--- config.mk ---
export PLATFORM = sky130hd
export DESIGN_NAME = tick_gen_multi
export DESIGN_NICKNAME = d
export VERILOG_FILES = /design/src/rtl/tick_gen_multi.sv
export SDC_FILE = /design/constraint.sdc
export NUM_CORES = 1
export LEC_CHECK = 0
export BUFFER_PORTS_ARGS = -buffer_cell sky130_fd_sc_hd__buf_4
export CAP_MARGIN = 10
export CELL_PAD_IN_SITES_DETAIL_PLACEMENT = 0
export CELL_PAD_IN_SITES_GLOBAL_PLACEMENT = 1
export CORE_ASPECT_RATIO = 1.1
export CORE_MARGIN = 1.5
export CORE_UTILIZATION = 50
export CTS_BUF_LIST = sky130_fd_sc_hd__clkbuf_2 sky130_fd_sc_hd__clkbuf_4 sky130_fd_sc_hd__clkbuf_8
export CTS_CLUSTER_SIZE = 40
export DETAILED_ROUTE_END_ITERATION = 6
export PLACE_DENSITY_LB_ADDON = 0.3
export SYNTH_ARGS = -nofsm -noshare
export SYNTH_HDL_FRONTEND = slang
export SYNTH_SLANG_ARGS = --single-unit
--- constraint.sdc ---
create_clock -name clk_in -period 4.98 [get_ports clk_in]
set_input_delay 0.249 -clock clk_in [delete_from_list [all_inputs] [get_ports clk_in]]
set_output_delay 0.249 -clock clk_in [all_outputs]
set_load 0.02 [all_outputs]
--- src/rtl/tick_gen_multi.sv ---
// Multi-channel tick generator: per-channel programmable terminal count producing
// a registered one-cycle tick and a 50 % square wave, with shared enable and restart.
module tick_gen_multi #(
  parameter int unsigned CNT_W     = 28,
  parameter int unsigned NUM_CH    = 2,
  parameter int unsigned CH_W      = 1,
  parameter int unsigned DIV_RESET = 4000000
) (
  input  logic              clk_in,
  input  logic              rst_n,
  input  logic              en,
  input  logic              clr,
  input  logic              div_wr,
  input  logic [CH_W-1:0]   div_ch,
  input  logic [CNT_W-1:0]  div_data,
  output logic [NUM_CH-1:0] tick,
  output logic [NUM_CH-1:0] sq
);

  logic [CNT_W-1:0]  cnt   [NUM_CH];
  logic [CNT_W-1:0]  tc    [NUM_CH];
  logic [CNT_W-1:0]  cnt_d [NUM_CH];
  logic [CNT_W-1:0]  tc_d  [NUM_CH];
  logic [NUM_CH-1:0] tick_d;
  logic [NUM_CH-1:0] sq_d;
  logic              ch_ok;

  assign ch_ok = (32'(div_ch) < NUM_CH);

  // Next-state per channel: clr beats en; a tc write clamps the counter so it
  // can never run past the new terminal count.
  always_comb begin
    tick_d = '0;
    sq_d   = sq;
    for (int i = 0; i < int'(NUM_CH); i++) begin
      cnt_d[i] = cnt[i];
      tc_d[i]  = tc[i];
      if (clr) begin
        cnt_d[i] = '0;
        sq_d[i]  = 1'b0;
      end else if (en) begin
        if (cnt[i] == tc[i]) begin
          cnt_d[i]  = '0;
          tick_d[i] = 1'b1;
          sq_d[i]   = ~sq[i];
        end else begin
          cnt_d[i] = cnt[i] + CNT_W'(1);
        end
      end
      if (div_wr && ch_ok && (div_ch == CH_W'(i))) begin
        tc_d[i] = div_data;
        if (cnt_d[i] > div_data) begin
          cnt_d[i] = '0;
        end
      end
    end
  end

  always_ff @(posedge clk_in or negedge rst_n) begin
    if (!rst_n) begin
      for (int i = 0; i < int'(NUM_CH); i++) begin
        cnt[i] <= '0;
        tc[i]  <= CNT_W'(DIV_RESET);
      end
      tick <= '0;
      sq   <= '0;
    end else begin
      for (int i = 0; i < int'(NUM_CH); i++) begin
        cnt[i] <= cnt_d[i];
        tc[i]  <= tc_d[i];
      end
      tick <= tick_d;
      sq   <= sq_d;
    end
  end

endmodule

Word level (Yosys, flattened, before mapping) --
Cells that the tools add are included.
Operators by class: $add $sub $neg 2, magnitude comparators 2, equal/unequal tests 2, mux-type cells 22, bitwise logic cells 3, reduce and logical (&&, ||, !) cells 7
Operator list (number):
- $mux W28 | 10
- $add A28 B1 Y28 const B | 2
- $eq A28 B28 Y1 | 2
- $gt A28 B28 Y1 | 2
- $mux W1 | 12
- $reduce_bool A2 Y1 | 3
- $reduce_and A2 Y1 | 2
- $not A1 Y1 | 3
- $logic_and A1 B1 Y1 | 2
Word-level totals: register bits 116, word-level logic and storage cells 45

Logic depth before layout (Yosys ltp) --
Gate-level depths: netlist (run 1).
depth in word-level cells 7, depth in mapped cells 18, gate-level depth less buffers 13

Worst setup path before layout (run 1) --
Ideal clock, no wire load.
kind reg-to-reg, start register cnt[38] (netlist bit), end register cnt[48] (netlist bit), setup time 80 ps, data arrival time 3723 ps, required time 4900 ps, slack 1177 ps, stages on the path, launching flop included 18, path through dfrtp_1 > xor2_1 > nor4_1 > nand3_1 > or4_1 > nand2b_1 > buf_4 > buf_4 > nor2_1 > ha_1 > nand4_1 > nor3_1 > a222oi_1 > or3b_1 > a32o_1 > buf_2 > buf_2 > nor3_2
RTL lines:
- start, declared | line 20 | logic [CNT_W-1:0] cnt [NUM_CH];
- start signal, assigned by index | line 69 | cnt[i] <= cnt_d[i];

==> flow_summary_export.csv, run 1 <==
group,metric,value,unit
run_status,status,"completed",
setup_path,setup.worst_path.class,"register to register",
detailed_routing,drcViolationCount,0,
setup_path,r2r-start,"cnt[48]$_DFF_PN0_",
setup_path,r2r.worst_path.cells,15,
setup_path,path_cells,"xor2_1, nor4_1, nand3_1, or4_1, nand2b_2, buf_4, nor2_1, ha_1, a21o_1, nand3_1, a21oi_1, or4_1, a32o_1, buf_4, nor3_1",
detailed_routing,via_per_inst,5.63,
timing,relSlewSlack,0.396,
timing,setup_slack,0.483,ns
clocking,htree_levels,4,
cells_and_area,drive_gt1_frac,0.175,
timing,clock.fmax,222,MHz
pwr,p_sw_frac,0.248,
global_route,grt_pass1_vias,5619,
setup_path,slowest_delay,0.57,ns
detailed_routing,drt_first_pass_iters,5,
logic_synthesis,async_flop_share,1.00,
place,post-place-ws,0.566,ns
floorplan,die_y,129,um
job,cap_violations,0,
clocking,cts_root_buffer,"clkbuf_8",
clocking,cts_setup_buffers,0,
place,place_inst,954,
logic_synthesis,synthFlopType,"dfrtp_1",
clocking,holdBufCountCts,1,
setup_path,critPathLaunchType,"register",
detailed_routing,wl_per_cell,18.1,um
timing,finalHoldViolCount,0,
timing,finalCriticalPeriod,4.50,ns
logic_synthesis,synth_edf_count,0,
min_path,hold_class,"input port to register",
setup_path,crit_end,"cnt[35]$_DFF_PN0_",
setup_path,critPathArrivalTime,4.85,ns
detailed_routing,postRouteAntennaNets,0,
logic_synthesis,ys_types,43,
pwr,combPwrFrac,0.111,
logic_synthesis,syn_nets,846,
timing,min_period_over_period,0.903,
clocking,clkTransAtPathRegs,0.07,ns
pwr,power,2.43,mW
timing,whs,0.0402,ns
pwr,seqPwrFrac,0.442,
clocking,clk_latency,0.45,ns
floorplan,core_area,14000,um2
pwr,vdd_ir_drop_max,0.000213,V
setup_path,cp_num_cells,15,
clocking,cts_tree,"yes",
clocking,cts_buffer_depth,2,
floorplan,io_pins,38,
logic_synthesis,avgSynthCellArea,9.56,um2
logic_synthesis,ys_seq_elements,116,
clocking,cts.sinks,116,
floorplan,die-area,15100,um2
global_route,antenna_found_initial,0,
place,hpwl,13.4,mm
cells_and_area,fillerInstances,1252,
logic_synthesis,synth_seq_area_share,0.405,
pwr,p_int,1.83,mW
pwr,total_leakage_power,3.68,nW
setup_path,ff2ff_setup_slack,0.48,ns
timing,setup_tns,0,ns
clocking,cts_resized,0,
cells_and_area,n_antenna_cell,0,
detailed_routing,num_vias,5557,
logic_synthesis,synthTopCellsByArea,"dfrtp_1 35%, ha_1 10%, xor2_1 7.7%",
logic_synthesis,synth_top_area_frac,0.354,
setup_path,critical_path_buf_inv_count,2,
logic_synthesis,synthesis.area,7210,um2
detailed_routing,drtIter0Drc,320,
clocking,numCtsBuffers,17,
setup_path,crit_path_top_delay_cell,"nand2b_2",
timing,maxSlewViolCount,0,
cells_and_area,fin_nets,878,
place,port_buffers,37,
global_route,grt_pass1_wl,29.4,mm
setup_path,crit_fanout,33,
logic_synthesis,yosys_warnings,0,
floorplan,num_rows,45,
timing,rsz0062_at_grt,"false",
timing,setup_viol_count_final,0,
setup_path,r2r_end,"cnt[35]$_DFF_PN0_",
logic_synthesis,synthCells,754,
pwr,p_switching,0.601,mW
floorplan,initial_core_util,0.516,
global_route,grt_max_degree,71,
min_path,min_from,"div_data[12]",
global_route,grt-ovfl-total,0,
setup_path,crit_start,"cnt[48]$_DFF_PN0_",
logic_synthesis,yosysTopAreaCell,"dfrtp_1",
pwr,powerDensity,298,nW/um2
timing,fin_skew,0.00927,ns
floorplan,chipWidth,117,um
setup_path,crit_family,"simple AND/OR/NAND/NOR gates",
timing,worstMarginPinSlew,0.905,ns
cells_and_area,final_cell_count_no_fill,987,
pwr,power_frac_clock,0.447,
global_route,track_usage,0.251,
cells_and_area,area_delta_synth_final,12.9,%
detailed_routing,wirelength,17.9,mm
setup_path,end_kind,"register",
place,routabilityCongestion,0.920,
setup_path,cp_data_required_time,5.33,ns
==> Yosys cell counts (all sizes together), types with 8 or more instances <==
library cell	instances
nand2	54
nor3	65
dfstp	14
nand4	33
inv	31
nor2	77
a21oi	23
and3	8
nand3	28
clkbuf	14
nor4	12
xnor2	49
o21ai	31
xor2	63
dfrtp	102
ha	58
buf	21
mux2	29
==> logic make-up (layout without fill, tap and decap cells) <==
logic type,Yosys count,in the layout,share of synthesized area
multiplexers,31,31,0.0481
AND/OR/NAND/NOR,301,301,0.214
buffers and inverters,66,111,0.0403
AO/OA/AOI/OAI,70,70,0.0554
XOR/XNOR,112,112,0.136
adder cells (fa/ha/maj),58,58,0.101
flip-flops,116,116,0.405
==> how the worst min path moves through the flow <==
| stage | cells past startpoint | to |
|---|---|---|
| after floorplan | 0 | cnt[0]$_DFF_PN0_ |
| after global placement | 1 | tick[1]$_DFF_PN0_ |
| after detailed placement | 1 | sq[1]$_DFFE_PN0P_ |
| after CTS | 2 | sq[1]$_DFFE_PN0P_ |
| after global routing | 2 | tc[40]$_DFFE_PN0P_ |
| final | 2 | tc[40]$_DFFE_PN0P_ |
==> routing by layer <==
metal,global-route usage,part of all wire,vias to the layer above
li1,-,-,2694
met4,0.105,0.025,0
met3,0.0412,0.037,30
met5,0,0,-
met2,0.418,0.48,127
met1,0.329,0.46,2706
==> registers in the layout, summed over array words and instances, names as in the netlist <==
name / cells
cnt: 56
tc: 56
sq: 2
tick: 2
==> cell usage in the layout (no fill, tap or decap), drive strengths merged, types with 14 or more instances in the layout <==
cell    Yosys  routed
nor2       77      77
inv        31      31
clkbuf     14      20
dfrtp     102     102
nor3       65      65
nand4      33      33
mux2       29      29
xnor2      49      49
xor2       63      63
nand3      28      28
a21oi      23      23
dfstp      14      14
ha         58      58
buf        21      47
o21ai      31      31
nand2      54      54
==> worst register-to-register path: stages, from the launching register on <==
cell and delay [ns]:
dfrtp_1 0.44, xor2_1 0.20, nor4_1 0.26, nand3_1 0.10, or4_1 0.55, nand2b_2 0.57
buf_4 0.38, nor2_1 0.10, ha_1 0.31, a21o_1 0.19, nand3_1 0.07, a21oi_1 0.06
or4_1 0.46, a32o_1 0.23, buf_4 0.25, nor3_1 0.23
==> power groups by stage <==
stage          combinational [mW]  sequential, mW  clock, mW
4_1_cts                     0.274            1.07       1.10
2_1_floorplan               0.174            1.07          0
3_3_place_gp                0.264            1.09          0
5_1_grt                     0.301            1.08       1.13
3_5_place_dp                0.271            1.09          0
6_report                    0.270            1.07       1.08
==> layout make-up <==
class	instances	area, um2	area share
multi-input combinational	572	4010	0.492
sequential	116	2920	0.359
timing repair buffer	48	363	0.0446
clock buffer	20	275	0.0338
tap	188	235	0.0289
clock inverter	12	225	0.0277
inverter	31	116	0.0143
==> through the flow <==
step,util,cell area [um2]
floorplan,-,7210
global placement,0.546,7630
detailed placement,0.546,7630
CTS,0.583,8140
global route,0.583,8140
finish,0.583,8140
No activity file was read; power rests on OpenSTA's default activity.
==> run 2, diff against run 1 <==
--- a/config.mk
+++ b/config.mk
@@ -5,13 +5,14 @@
 export SDC_FILE = /design/constraint.sdc
 export NUM_CORES = 1
 export LEC_CHECK = 0
+export ABC_AREA = 1
 export BUFFER_PORTS_ARGS = -buffer_cell sky130_fd_sc_hd__buf_4
 export CAP_MARGIN = 10
 export CELL_PAD_IN_SITES_DETAIL_PLACEMENT = 0
 export CELL_PAD_IN_SITES_GLOBAL_PLACEMENT = 1
 export CORE_ASPECT_RATIO = 1.1
 export CORE_MARGIN = 1.5
-export CORE_UTILIZATION = 50
+export CORE_UTILIZATION = 46
 export CTS_BUF_LIST = sky130_fd_sc_hd__clkbuf_2 sky130_fd_sc_hd__clkbuf_4 sky130_fd_sc_hd__clkbuf_8
 export CTS_CLUSTER_SIZE = 40
 export DETAILED_ROUTE_END_ITERATION = 6
==> run 2 against run 1 <==
Compared with the run above:
- largest cell class unchanged
- largest power group is now registers
- critical endpoint is now cnt[39]$_DFF_PN0_
- final area increased by 17%
- cell count increased by 61%
- highest routed layer unchanged
- synthesized cell count increased by 71%
- area after synthesis increased by 18%
- global-route usage increased by 1.3 points
- sequential share of layout area decreased by 5.2 points
- critical path depth increased by 7
==> flow_summary_export.csv, run 2 <==
group,metric,value,unit
detailed_routing,postRouteAntennaNets,0,
clocking,cts_buffer_depth,2,
cells_and_area,mostFrequentLayoutCells,"408 x nand2_1, 249 x inv_1, 163 x nor2_1",
pwr,total_leakage_power,5.53,nW
cells_and_area,top_regs,"cnt x56, tc x56",
setup_path,setup.worst_path.class,"register to register",
timing,rsz0062_at_grt,"false",
setup_path,critPathMostFrequentCell,"nand2_1",
clocking,numCtsBuffers,17,
clocking,holdBufCountCts,15,
detailed_routing,drcViolationCount,0,
cells_and_area,drive_gt1_frac,0.0843,
logic_synthesis,synth_seq_area_share,0.345,
pwr,powerDensity,242,nW/um2
timing,min_period_over_period,0.794,
floorplan,core_area,17900,um2
logic_synthesis,synthTopCellsByArea,"dfrtp_1 30%, nand2_1 18%, inv_1 11%",
timing,relSlewSlack,0.263,
clocking,cts_resized,0,
job,cap_violations,0,
floorplan,io_pins,38,
cells_and_area,final_common_cell,"nand2_1",
timing,setup_tns,0,ns
detailed_routing,wl_per_cell,15.3,um
detailed_routing,num_vias,7738,
logic_synthesis,synthFlopType,"dfrtp_1",
setup_path,end_kind,"register",
logic_synthesis,yosysTopAreaCell,"dfrtp_1",
min_path,hold_class,"input port to register",
setup_path,crit_path_top_delay_cell,"nor2_2",
global_route,grt-ovfl-total,0,
timing,clock.fmax,253,MHz
floorplan,chipWidth,132,um
floorplan,die_y,145,um
clocking,cts_root_buffer,"clkbuf_8",
logic_synthesis,yosys_warnings,0,
logic_synthesis,synth_top_area_frac,0.301,
floorplan,num_rows,51,
logic_synthesis,syn_nets,1383,
pwr,p_switching,0.654,mW
logic_synthesis,synth_most_common_cell,"nand2_1",
logic_synthesis,ys_seq_elements,116,
logic_synthesis,synth_edf_count,0,
place,port_buffers,37,
setup_path,critPathArrivalTime,4.29,ns
clocking,cts.sinks,116,
global_route,track_usage,0.264,
pwr,vdd_ir_drop_max,0.000167,V
clocking,clk_latency,0.46,ns
cells_and_area,n_antenna_cell,0,
pwr,combPwrFrac,0.133,
cells_and_area,area_delta_synth_final,12.3,%
global_route,grt_pass1_vias,7650,
floorplan,die-area,19300,um2
floorplan,initial_core_util,0.474,
detailed_routing,drtIter0Drc,539,
global_route,antenna_found_initial,0,
timing,setup_viol_count_final,0,
timing,fin_skew,0.00913,ns
clocking,clkTransAtPathRegs,0.07,ns
place,routabilityCongestion,0.962,
global_route,grt_pass1_wl,39.5,mm
setup_path,crit_fanout,21,
logic_synthesis,synthCells,1291,
detailed_routing,via_per_inst,4.87,
timing,whs,0.0190,ns
logic_synthesis,avgSynthCellArea,6.57,um2
clocking,htree_levels,4,
timing,finalCriticalPeriod,3.95,ns
clocking,cts_tree,"yes",
global_route,grt_max_degree,67,
setup_path,critPathLaunchType,"register",
clocking,cts_setup_buffers,0,
pwr,p_sw_frac,0.284,
pwr,p_int,1.65,mW
run_status,status,"completed",
logic_synthesis,synthesis.area,8480,um2
timing,worstMarginPinSlew,1.10,ns
pwr,seqPwrFrac,0.460,
logic_synthesis,ys_types,32,
setup_path,critical_path_buf_inv_count,4,
timing,maxSlewViolCount,0,
timing,finalHoldViolCount,0,
detailed_routing,drt_first_pass_iters,5,
setup_path,slowest_delay,0.66,ns
cells_and_area,fin_nets,1431,
detailed_routing,wirelength,24.3,mm
pwr,power_frac_clock,0.408,
setup_path,crit_family,"simple AND/OR/NAND/NOR gates",
setup_path,path_cells,"inv_1, nand2_1, nand2_1, nor2_1, nand2_1, nor2_1, nand2_1, nor2_2, nor2_2, buf_4, nand2_1, inv_1, ha_1, nand2_1, nor2_1, and2_1, nand2_1, nand3_1, nand2_1, a21oi_4, buf_4, nor2_1",
logic_synthesis,synth_common_cells,"408 x nand2_1, 249 x inv_1, 164 x nor2_1",
place,hpwl,18.7,mm
logic_synthesis,async_flop_share,1.00,
setup_path,cp_data_required_time,5.31,ns
==> run 2: cell types whose count changed in the layout (fill, tap and decap cells not counted), sizes merged, moves of 12 or more <==
cell         delta
mux2           -29
nand3          +44
nand4          -13
nor2           +98
o21ai          +38
inv           +220
nor3           -53
dlygate4sd3    +14
xnor2          -40
xor2           -35
nand2         +359
nor4           -12
==> run 2: tightest hold or removal path, stage by stage <==
cell     delay, ns
buf_4         0.08
nand2_1       0.04
o21ai_0       0.06
==> run 2: cell type report <==
cell class / instances / area, um2
Fill cell: 1814 / 8350
Multi-Input combinational cell: 895 / 4470
Sequential cell: 116 / 2920
Inverter: 251 / 942
Timing Repair Buffer: 58 / 473
Tap cell: 238 / 298
Clock buffer: 22 / 278
Clock inverter: 10 / 134
==> run 2: worst paths after layout <==
path	start	end	slack, ns	cells after the start
min reg2reg	tc[23]$_DFFE_PN0P_	tc[23]$_DFFE_PN0P_	0.49	2
max in group asynchronous	rst_n	cnt[18]$_DFF_PN0_	3.33	3
min	div_data[12]	tc[40]$_DFFE_PN0P_	0.02	3
max	cnt[31]$_DFF_PN0_	cnt[39]$_DFF_PN0_	1.03	22
max reg2reg	cnt[31]$_DFF_PN0_	cnt[39]$_DFF_PN0_	1.03	22
min in group asynchronous	rst_n	tc[33]$_DFFE_PN0P_	0.35	2
==> run 2: per-stage QoR <==
step	util	power (mW)	instances	setup WS, ns	area (um2)
6_report	0.533	2.31	1590	1.03	9520
3_3_place_gp	0.501	1.37	1543	1.09	8960
4_1_cts	0.533	2.33	1590	1.02	9520
3_5_place_dp	0.501	1.38	1543	1.02	8960
5_1_grt	0.533	2.42	1590	0.677	9520
2_1_floorplan	-	1.25	1291	2.12	8480
==> run 2: logic make-up after synthesis <==
logic type | Yosys count | synth area share
xor+xnor | 37 | 0.0382
simple gates | 699 | 0.338
buf+inv | 280 | 0.129
flops | 116 | 0.345
compound gates | 101 | 0.0652
fa+ha+maj | 58 | 0.0856
==> run 2: power by group through the flow <==
stage          clock network [mW]  registers [mW]  logic [mW]
6_report                    0.940            1.06       0.306
5_1_grt                     0.992            1.07       0.357
4_1_cts                     0.957            1.06       0.309
3_5_place_dp                    0            1.08       0.298
3_3_place_gp                    0            1.08       0.295
2_1_floorplan                   0            1.06       0.189
==> run 2: metal layers <==
metal | GRT usage | routed length (um)
met5 | 0 | 0
met4 | 0.0945 | 709
met3 | 0.0442 | 1080
met2 | 0.453 | 11900
met1 | 0.336 | 10600
